`src/rtl/ped_phase_if.sv`:
```
// ped_phase_if: buttons, light-sequencer handshake and pedestrian indications
// shared between the scheduler (slave) and its environment (master).
interface ped_phase_if #(parameter int N = 4);
    logic [N-1:0] btn, walk, flash_dw, pending;
    logic emerg, all_red, phase_gnt, phase_req, phase_done, aborted, fault;
    modport master (
        output btn, emerg, all_red, phase_gnt,
        input  phase_req, walk, flash_dw, pending, phase_done, aborted, fault
    );
    modport slave (
        input  btn, emerg, all_red, phase_gnt,
        output phase_req, walk, flash_dw, pending, phase_done, aborted, fault
    );
endinterface

```
`src/rtl/ped_phase_scheduler.sv`:
```
// ped_phase_scheduler: latches crosswalk requests and runs WALK / flashing DON'T-WALK
// phases inside an all-red window, with emergency preemption, minimum gap and sticky fault.
module ped_phase_scheduler #(
    parameter int N_XWALK    = 4,
    parameter int WALK_TIME  = 15,
    parameter int CLEAR_TIME = 5,
    parameter int MIN_GAP    = 20
) (
    input logic        clk,
    input logic        reset,
    ped_phase_if.slave ped_if
);
    typedef enum logic [2:0] {IDLE, REQ, WALK, CLEAR, GAP, FAULT} state_t;
    localparam logic [7:0] WALK_LAST  = 8'(WALK_TIME - 1);
    localparam logic [7:0] CLEAR_LAST = 8'(CLEAR_TIME - 1);
    localparam logic [7:0] GAP_LAST   = 8'(MIN_GAP - 1);
    state_t             state_q;
    logic [7:0]         timer_q;
    logic [N_XWALK-1:0] serve_q, pending_q, pending_d, walk_q, flash_q, press;
    logic               abort_q, req_q, done_q, aborted_q, fault_q;
    logic               in_phase, unsafe, clear_end;
    always_comb begin
        in_phase  = (state_q == WALK) || (state_q == CLEAR);
        unsafe    = in_phase && !ped_if.all_red;
        clear_end = (state_q == CLEAR) && (timer_q == CLEAR_LAST) && !unsafe;
        // re-presses on crosswalks being served are meaningless while they are served
        press     = in_phase ? ped_if.btn & ~serve_q : ped_if.btn;
        pending_d = ((clear_end && !abort_q) ? pending_q & ~serve_q : pending_q) | press;
    end
    always_ff @(posedge clk or posedge reset) begin
        if (reset) begin
            state_q   <= IDLE;
            timer_q   <= '0;
            serve_q   <= '0;
            pending_q <= '0;
            walk_q    <= '0;
            flash_q   <= '0;
            abort_q   <= 1'b0;
            req_q     <= 1'b0;
            done_q    <= 1'b0;
            aborted_q <= 1'b0;
            fault_q   <= 1'b0;
        end else begin
            pending_q <= pending_d;
            done_q    <= 1'b0;
            aborted_q <= 1'b0;
            timer_q   <= timer_q + 8'd1;
            if (unsafe) begin
                state_q <= FAULT;
                timer_q <= '0;
                req_q   <= 1'b0;
                walk_q  <= '0;
                flash_q <= '0;
                fault_q <= 1'b1;
            end else begin
                case (state_q)
                    IDLE: if (|pending_q && !ped_if.emerg) begin
                        state_q <= REQ;
                        timer_q <= '0;
                        req_q   <= 1'b1;
                    end
                    REQ: if (ped_if.emerg) begin
                        state_q <= IDLE;
                        timer_q <= '0;
                        req_q   <= 1'b0;
                    end else if (ped_if.phase_gnt && ped_if.all_red) begin
                        state_q <= WALK;
                        timer_q <= '0;
                        serve_q <= pending_q;
                        walk_q  <= pending_q;
                        abort_q <= 1'b0;
                    end
                    WALK: if (ped_if.emerg || timer_q == WALK_LAST) begin
                        state_q <= CLEAR;
                        timer_q <= '0;
                        walk_q  <= '0;
                        flash_q <= serve_q;
                        abort_q <= ped_if.emerg;
                    end
                    CLEAR: if (timer_q == CLEAR_LAST) begin
                        state_q   <= (MIN_GAP == 0) ? IDLE : GAP;
                        timer_q   <= '0;
                        flash_q   <= '0;
                        req_q     <= 1'b0;
                        done_q    <= 1'b1;
                        aborted_q <= abort_q;
                    end
                    GAP: if (timer_q == GAP_LAST) begin
                        state_q <= IDLE;
                        timer_q <= '0;
                    end
                    default: ;
                endcase
            end
        end
    end
    assign ped_if.phase_req  = req_q;
    assign ped_if.walk       = walk_q;
    assign ped_if.flash_dw   = flash_q;
    assign ped_if.pending    = pending_q;
    assign ped_if.phase_done = done_q;
    assign ped_if.aborted    = aborted_q;
    assign ped_if.fault      = fault_q;
endmodule
```
`src/flat_wrapper.sv`:
```
// flat-port wrapper written by rule: the top's interface ports become plain ports
module ped_phase_scheduler_flat 
#(
    parameter int N_XWALK    = 4,
    parameter int WALK_TIME  = 15,
    parameter int CLEAR_TIME = 5,
    parameter int MIN_GAP    = 20
)
  (clk, reset, ped_if_btn, ped_if_emerg, ped_if_all_red, ped_if_phase_gnt, ped_if_phase_req, ped_if_walk, ped_if_flash_dw, ped_if_pending, ped_if_phase_done, ped_if_aborted, ped_if_fault);
  ped_phase_if ped_if_i ();
  input logic clk;
  input logic reset;
  input wire logic [$bits(ped_if_i.btn)-1:0] ped_if_btn;
  input wire logic [$bits(ped_if_i.emerg)-1:0] ped_if_emerg;
  input wire logic [$bits(ped_if_i.all_red)-1:0] ped_if_all_red;
  input wire logic [$bits(ped_if_i.phase_gnt)-1:0] ped_if_phase_gnt;
  output wire logic [$bits(ped_if_i.phase_req)-1:0] ped_if_phase_req;
  output wire logic [$bits(ped_if_i.walk)-1:0] ped_if_walk;
  output wire logic [$bits(ped_if_i.flash_dw)-1:0] ped_if_flash_dw;
  output wire logic [$bits(ped_if_i.pending)-1:0] ped_if_pending;
  output wire logic [$bits(ped_if_i.phase_done)-1:0] ped_if_phase_done;
  output wire logic [$bits(ped_if_i.aborted)-1:0] ped_if_aborted;
  output wire logic [$bits(ped_if_i.fault)-1:0] ped_if_fault;
  assign ped_if_i.btn = ped_if_btn;
  assign ped_if_i.emerg = ped_if_emerg;
  assign ped_if_i.all_red = ped_if_all_red;
  assign ped_if_i.phase_gnt = ped_if_phase_gnt;
  assign ped_if_phase_req = ped_if_i.phase_req;
  assign ped_if_walk = ped_if_i.walk;
  assign ped_if_flash_dw = ped_if_i.flash_dw;
  assign ped_if_pending = ped_if_i.pending;
  assign ped_if_phase_done = ped_if_i.phase_done;
  assign ped_if_aborted = ped_if_i.aborted;
  assign ped_if_fault = ped_if_i.fault;
  ped_phase_scheduler #(.N_XWALK(N_XWALK), .WALK_TIME(WALK_TIME), .CLEAR_TIME(CLEAR_TIME), .MIN_GAP(MIN_GAP)) u_core (.clk(clk), .reset(reset), .ped_if(ped_if_i));
endmodule
```
`config.mk`:
```
export PLATFORM = sky130hd
export DESIGN_NAME = ped_phase_scheduler_flat
export DESIGN_NICKNAME = d
export VERILOG_FILES = /design/src/rtl/ped_phase_if.sv /design/src/rtl/ped_phase_scheduler.sv /design/src/flat_wrapper.sv
export SDC_FILE = /design/constraint.sdc
export NUM_CORES = 1
export LEC_CHECK = 0
export ABC_AREA = 0
export ABC_CLOCK_PERIOD_IN_PS = 4380
export BUFFER_PORTS_ARGS = -buffer_cell sky130_fd_sc_hd__buf_4
export CAP_MARGIN = 10
export CORE_ASPECT_RATIO = 1.2
export CORE_UTILIZATION = 29
export DETAILED_ROUTE_END_ITERATION = 8
export HOLD_SLACK_MARGIN = 0.12
export PLACE_DENSITY_LB_ADDON = 0.05
export SETUP_SLACK_MARGIN = 0.05
export SYNTH_ARGS = -nofsm -noshare
export SYNTH_HDL_FRONTEND = slang
export SYNTH_SLANG_ARGS = --single-unit
```
`constraint.sdc`:
```
create_clock -name clk -period 4.38 [get_ports clk]
set_clock_uncertainty 0.1 [all_clocks]
set_input_delay 0.657 -clock clk [delete_from_list [all_inputs] [get_ports clk]]
set_output_delay 0.657 -clock clk [all_outputs]
set_load 0.05 [all_outputs]
```
# After elaboration in Yosys (flattened, before gate mapping)
# Cells that the tools add are included.
# W data, S select, Z words.
# word_totals
reg_bits	32
latch_bits	0
ram_bits	0
rom_bits	0
input_bits	9
word_cells	103
n_memories	0
# op_classes
add_sub_neg	1
multipliers	0
n_div	0
order_cmp	0
n_eq_ne	18
shift	0
n_mux	42
n_bitwise	6
n_reduce_logical	25
# op_table
operator	n
$mux W8	7
$pmux W8 S5	1
$mux W4	9
$mux W3	7
$pmux W4 S2	2
$pmux W3 S5	1
$mux W1	13
$ne A3 B2 Y1 const B	4
$reduce_and A4 Y1	3
$ne A3 B1 Y1 const B	3
$add A8 B1 Y8 const B	1
$and A4 B4 Y4	2
$eq A8 B3 Y1 const B	1
$eq A8 B4 Y1 const B	1
$eq A8 B5 Y1 const B	1
$eq A3 B2 Y1 const B	2
$logic_and A1 B1 Y1	6
$reduce_and A6 Y1	1
$reduce_bool A3 Y1	2
$reduce_bool A6 Y1	1
$reduce_and A5 Y1	1
$logic_not A1 Y1	4
$ne A2 B2 Y1 const B	2
$ne A4 B2 Y1 const B	1
other kinds (14)	16

# Depth between registers and ports, before layout
# Gate-level depths: netlist (run 1).
# depth
word_depth	8
ltp_mapped	7
mapped_depth_nobuf	7

# Worst setup path before layout (run 1)
# OpenSTA, ideal clock, no wires.
# synth_timing
path_kind	register to register
start	register u_core.timer_q[5]
end	register u_core.pending_q[0], in the netlist u_core.ped_if.pending[0]
arrival_time_ps	2114
required_ps	4154
setup_slack_ps	2040
path_stages_with_launch	5
synth_period_minus_slack_ps	2340
cell_sequence	dfrtp_1 or4_4 or3_4 or4_4 a221o_1
# synth_between
elab_chain_cells	6
# synth_rtl
element	line	text
start, declared	ped_phase_scheduler.sv:18	logic [7:0] timer_q;
start signal, assigned	ped_phase_scheduler.sv:47	timer_q <= timer_q + 8'd1;
$eq A8 B3 Y1	ped_phase_scheduler.sv:25	clear_end = (state_q == CLEAR) && (timer_q == CLEAR_LAST) && !unsafe;
$logic_and A1 B1 Y1 (2 in a row)	ped_phase_scheduler.sv:25	
$logic_and A1 B1 Y1	ped_phase_scheduler.sv:28	pending_d = ((clear_end && !abort_q) ? pending_q & ~serve_q : pending_q) | press;
$mux W4	ped_phase_scheduler.sv:28	
$or A4 B4 Y4	ped_phase_scheduler.sv:28	
net u_core.pending_d[0]	ped_phase_scheduler.sv:19	logic [N_XWALK-1:0] serve_q, pending_q, pending_d, walk_q, flash_q, press;
end signal, assigned	ped_phase_scheduler.sv:44	pending_q <= pending_d;
end, declared	ped_phase_scheduler.sv:19	
# The timed path passes the listed nets, and every way through them passes these cells.
# A chain may end at the register's enable or synchronous reset.

# Worst setup path in the final report (run 1)
# layout_timing
start	register u_core.timer_q[5]
end	register u_core.pending_q[3], in the netlist u_core.ped_if.pending[3]
# The elaborated chain is that of the path after synthesis.

==> out/metrics.cfg, run 1 <==
[synth]
yosys_register_bits=32
synth_warnings=0
syn_area_per_cell_um2=10.35
synth-simple-area-share=0.1938
synth_area_leaders=dfrtp_1, nor2_1, mux2_2, a221o_1, mux2i_1
synth_top_family_by_area=simple AND/OR/NAND/NOR gates
syn-num-nets=161
synthAdderAreaFrac=0.02433
muxShareOfSynthArea=0.06245
synth_area_um2=1543
syn_inst=149
synth_compound_area_frac=0.1346
seq_area_frac_synth=0.5191
synth_cell_types=37
synth_top_area_share=0.5191
synthXorXnorAreaFrac=0.03406
synth.largest_area_cell=dfrtp_1

[timing]
hold_violations=0
finalSetupTns_ns=0
layout_min_cycle_time_ns=2.471
fmax_ghz=0.4048
fin_crit_sh=0.5641
slew_headroom=0.3941
rsz0062_at_grt=no
drv_slew=0
worst_pin_slew_ns=0.9018
setup_viol=0

[clock_tree]
tritoncts=built
h-tree-depth=2
clkTransAtPathRegs_ns=0.07
holdBufCountCts=0
clock_sinks=32
cts_resized=0
cts_setup_buffers=0
cts-root-buf=clkbuf_8
clock_path_buffers=2
numCtsBuffers=5
clock_latency_ns=0.28

[floorplan]
io_pins=25
core_um2=5010
fp-row-count=28
fp.dieArea_um2=5616
start_util=0.3079
die_h_um=81.90
chipWidth_um=68.58

[setup_path]
r2r_start=u_core.timer_q[5]
crit_path_cell_trace=or4_4, or3_4, or4_4, a221o_1
worst_path_most_repeated_cell=or4_4
crit_path_max_incr_delay_ns=0.56
crit_family=simple AND/OR/NAND/NOR gates
crit_path_end_kind=register
cp_num_buf_inv=0
path_class=register to register
crit_arrival_ns=2.54
required_ns=4.45
cpMaxStageDelayCell=or4_4
start_kind=register
reg2reg_to=u_core.ped_if.pending[3]
reg2reg_depth=4
reg2reg_slack_ns=1.91
cp_max_fo=5

[drt]
via_per_inst=5.130
vias=1221
wl_per_cell_um=15.16
drc=0
dr.pass1.iters=4
drtIter0Drc=23
routed_wl_um=3609
detail-route-antenna-nets=0

[finish]
instances_no_fill=238
final_cell_mix=dfrtp_1, buf_4, nor2_1, inv_1, nand2_1
finalInstanceArea_um2=1891
fillers=508
final_nets=190
area_growth_pct=22.55
final_common_cell=dfrtp_1
n_antenna_cell=0
final_layout_size_suffix_gt1_frac=0.2360

[global_routing]
antenna_found_initial=0
grt_pass1_wl_um=5892
gr-usage-all-layers=0.1484
grt_max_degree=33
overflow=0
grt_pass1_vias=1218

[placement]
hpwl_um=2584
place_congestion=0.8528
placed_area_um2=1794
dp_cells=231
port_buffers=24

[power_and_ir_drop]
vdd_drop_max_mv=0.2354
p_leak_nw=0.8959
p_total_mw=1.289
powerDensity_nw_per_um2=682.0

[hold_path]
hold_class=primary input to asynchronous set/reset pin

[run_status]
status=finished, final reports clean

[job]
maxCapViolCount=0

[report_power, final]
| part | switching [mW] | internal [mW] |
|---|---|---|
| Sequential | 0.104 | 0.387 |
| Combinational | 0.352 | 0.200 |
| Clock | 0.107 | 0.140 |
[synth_stat cells]
cell,n
a221o_1,4
a21boi_0,1
clkbuf_1,3
xnor2_1,3
xor2_1,3
dfrtp_1,32
nand3_1,5
or4b_2,1
nor2_1,24
mux2i_1,4
a221oi_1,1
nor2b_1,1
o311ai_0,1
or4_4,2
nor3_1,4
a21oi_1,4
o31ai_1,2
nor4bb_1,1
nand2_1,10
a22o_1,4
nand2b_1,3
o21ai_0,3
o211a_1,2
o221ai_1,1
nor4_1,1
o21ai_1,2
or3_1,1
or3_4,1
and3_2,1
and2_1,1
ha_1,3
a211o_1,1
nand4b_1,1
inv_1,10
a32o_1,1
and3_1,2
mux2_2,5
[layout make-up]
class                      instances  area [µm²]  area share
clock buffer                       7       96.34     0.05096
sequential                        32       800.8      0.4236
timing repair buffer              25       187.7     0.09927
inverter                          10       37.54     0.01985
multi-input combinational        104       693.2      0.3666
tap                               60       75.07     0.03971
[layer usage]
layer | part of all wire | up-vias | global-route usage
li1 | - | 586 | -
met1 | 0.44 | 606 | 0.1695
met2 | 0.51 | 22 | 0.2510
met3 | 0.038 | 7 | 0.04583
met4 | 0.017 | 0 | 0.06250
met5 | 0 | - | 0
[tightest hold or removal path: stages]
cell and delay [ns]:
buf_4 0.10, inv_1 0.04, buf_4 0.37
[cell families after synthesis]
| logic type | count (synthesis) |
|---|---|
| buf+inv | 13 |
| simple gates | 59 |
| flops | 32 |
| fa+ha+maj | 3 |
| mux | 9 |
| compound gates | 27 |
| xor+xnor | 6 |
[registers in the layout, indices dropped and copies added, names as in the netlist]
signal / flops
u_core.abort_q: 1
u_core.ped_if.aborted: 1
u_core.ped_if.fault: 1
u_core.ped_if.flash_dw: 4
u_core.ped_if.pending: 4
u_core.ped_if.phase_done: 1
u_core.ped_if.phase_req: 1
u_core.ped_if.walk: 4
u_core.serve_q: 4
u_core.state_q: 3
u_core.timer_q: 8
[worst max-delay path by stage]
stage | from | to | slack, ns | depth (start not counted)
2_1_floorplan | u_core.timer_q[5] | u_core.ped_if.pending[0] | 2.04 | 4
3_3_place_gp | u_core.timer_q[5] | u_core.ped_if.pending[3] | 1.92 | 4
3_5_place_dp | u_core.timer_q[5] | u_core.ped_if.pending[3] | 1.91 | 4
4_1_cts | u_core.timer_q[5] | u_core.ped_if.pending[3] | 1.90 | 4
5_1_grt | u_core.timer_q[5] | u_core.timer_q[4] | 1.77 | 5
6_report | u_core.timer_q[5] | u_core.ped_if.pending[3] | 1.91 | 4
[per-stage QoR]
stage / worst slack [ns] / util / hold slack (ns)
global route: 1.771 / 0.3774 / 0.4074
global placement: 1.916 / 0.3581 / 0.3590
finish: 1.909 / 0.3774 / 0.3616
floorplan: 2.040 / - / 0.3681
CTS: 1.902 / 0.3774 / 0.3810
detailed placement: 1.911 / 0.3581 / 0.3641
Power figures use the tool's default switching activity.
==> run 2, diff against run 1 <==
--- a/config.mk
+++ b/config.mk
@@ -6,7 +6,7 @@
 export NUM_CORES = 1
 export LEC_CHECK = 0
 export ABC_AREA = 0
-export ABC_CLOCK_PERIOD_IN_PS = 4380
+export ABC_CLOCK_PERIOD_IN_PS = 2000
 export BUFFER_PORTS_ARGS = -buffer_cell sky130_fd_sc_hd__buf_4
 export CAP_MARGIN = 10
 export CORE_ASPECT_RATIO = 1.2
==> constraint.sdc (replaced) <==
create_clock -name clk -period 2 [get_ports clk]
set_clock_uncertainty 0.1 [all_clocks]
set_input_delay 0.3 -clock clk [delete_from_list [all_inputs] [get_ports clk]]
set_output_delay 0.3 -clock clk [all_outputs]
set_load 0.05 [all_outputs]
==> out/metrics.cfg, run 2 (synthesis gave the netlist of run 1 again) <==
[global_routing]
antenna_found_initial=0  ; unchanged
met3_usage=0.03750  ; -0.008333
grt_pass1_vias=1376  ; +13%
use_met1=0.1671  ; -0.002425
grt_pass1_wl_um=6299  ; +6.9%
gr-usage-all-layers=0.1568  ; +0.008369
grt_max_degree=33  ; unchanged
overflow=0  ; unchanged
grt_busiest_layer=met2
grt_use_met2=0.2912  ; +0.04020

[clock_tree]
numCtsBuffers=5  ; unchanged
clkTransAtPathRegs_ns=0.07  ; about the same
cts-root-buf=clkbuf_8
clock_sinks=32  ; unchanged
h-tree-depth=2  ; unchanged
tritoncts=built
clock_path_buffers=2  ; unchanged
clock_latency_ns=0.28  ; about the same

[finish]
area_growth_pct=41.61
final_common_cell=buf_4
final_layout_size_suffix_gt1_frac=0.4000  ; +0.1640
regMostFlops=u_core.timer_q
layout.area.seq_um2=800.8  ; unchanged
final_nets=217  ; +14%
final_cell_mix=buf_4, dfrtp_1, nor2_1, inv_1, nand2_1
n_antenna_cell=0  ; unchanged
largest_reg_flops=8  ; unchanged
fillers=486  ; -4.3%
multiInputGateArea_um2=797.0  ; +15%

[run_status]
violations=negative setup slack
status=finished with violations

[floorplan]
start_util=0.3079  ; unchanged
io_pins=25  ; unchanged
core_um2=5010  ; unchanged
fp-row-count=28  ; unchanged
die_h_um=81.90  ; unchanged
fp.dieArea_um2=5616  ; unchanged
chipWidth_um=68.58  ; unchanged

[timing]
fin_crit_sh=1.119  ; +0.5552
finalSetupTns_ns=-2.866  ; -2.866 ns
setup_viol=21  ; +21
setup_ws_ns=-0.2385  ; -2.148 ns
worst_pin_slew_ns=0.5521  ; -0.3497 ns
hold_violations=0  ; unchanged
rsz0062_at_grt=yes
fmax_ghz=0.4467  ; +10%
drv_slew=0  ; unchanged
slew_headroom=0.6285  ; +0.2344
layout_min_cycle_time_ns=2.238  ; -0.2322 ns

[setup_path]
start_kind=register
crit_path_end_kind=register
crit_arrival_ns=2.30  ; -0.24 ns
reg2reg_depth=4  ; unchanged
cp_max_fo=4  ; -1
required_ns=2.06  ; -2.39 ns
path_class=register to register

[power_and_ir_drop]
p_comb_frac=0.543  ; +0.115
vdd_drop_max_mv=0.4610  ; +96%
swShare=0.4341  ; -0.001832
powerDensity_nw_per_um2=1444  ; +110%
power_frac_seq=0.310  ; -0.071
p_sw_mw=1.369  ; +140%
intPower_mw=1.785  ; +150%
clkPwrFrac=0.147  ; -0.044
p_leak_nw=1.038  ; +16%

[placement]
place_congestion=0.8524  ; about the same
hpwl_um=2821  ; +9.1%
port_buffers=24  ; unchanged
dp_slack_ns=-0.2971  ; -2.208 ns

[drt]
wl_per_cell_um=14.33  ; -5.5%
drtIter0Drc=29  ; +26%
drc=0  ; unchanged
via_per_inst=5.023  ; -2.1%
routed_wl_um=3798  ; +5.2%
detail-route-antenna-nets=0  ; unchanged
vias=1331  ; +9.0%
dr.pass1.iters=4  ; unchanged

[hold_path]
hold_class=primary input to register
holdPathStages=2

[job]
maxCapViolCount=0  ; unchanged

-- run 2: cell types whose count changed in the layout (fill, tap and decap cells not counted), moves of 2 or more --
cell / change
buf_4: +25
clkbuf_8: -2
nor2_1: -2
nor3_1: -2
nor3_4: +2
o21ai_0: -2
o21ai_2: +2
-- run 2: power groups by stage --
stage                     combinational [mW]  clock (mW)  sequential [mW]
after floorplan                        0.624           0             1.33
after global placement                  1.52           0            0.984
after detailed placement                1.53           0            0.989
after CTS                               1.69       0.483            0.979
after global routing                    1.86       0.516             1.01
final                                   1.71       0.464            0.978
-- run 2: area by class of cell --
class / instances / share of cell area
sequential: 32 / 0.3666
multi-input combinational: 104 / 0.3648
timing repair buffer: 52 / 0.1816
tap: 60 / 0.03436
clock buffer: 6 / 0.03322
inverter: 10 / 0.01718
clock inverter: 1 / 0.002291
-- run 2: timing repair --
item | 4_1_cts | 5_1_grt
resized for setup | 19 | 4
buffers inserted | 1 | 0
setup endpoints to repair | 27 | 27
hold buffers | 1 | 0
pin swaps | 7 | 5
hold endpoints to repair | 32 | 0
-- run 2: through the flow --
step	hold slack (ns)	std cells	cell area, µm²	util	total power [mW]
2_1_floorplan	0.3162	149	1550	-	1.957
6_report	0.1701	265	2185	0.4361	3.154
3_5_place_dp	0.3260	256	1989	0.3971	2.519
5_1_grt	0.1573	265	2185	0.4361	3.393
3_3_place_gp	0.3152	256	1989	0.3971	2.504
4_1_cts	0.1582	265	2167	0.4326	3.156
-- run 2: final timing paths --
check                               startpoint  slack (ns)                         to
min reg2reg                u_core.ped_if.fault        0.37        u_core.ped_if.fault
max in group asynchronous                reset        0.93  u_core.ped_if.flash_dw[0]
min                              ped_if_btn[1]        0.17   u_core.ped_if.pending[1]
max                          u_core.timer_q[5]       -0.24   u_core.ped_if.pending[0]
max reg2reg                  u_core.timer_q[5]       -0.24   u_core.ped_if.pending[0]
min in group asynchronous                reset        0.57   u_core.ped_if.phase_done
-- run 2: per-layer routing --
layer | up-vias | part of all wire
met4 | 0 | 0.016
met2 | 23 | 0.53
met3 | 7 | 0.034
met5 | - | 0
met1 | 663 | 0.42
li1 | 638 | -
-- run 2: worst max-delay path, cell delays in order, from the launching register on --
cell and delay [ns]:
dfrtp_1 0.37, or4_4 0.54, or3_4 0.34, or4_4 0.45
a221o_1 0.31
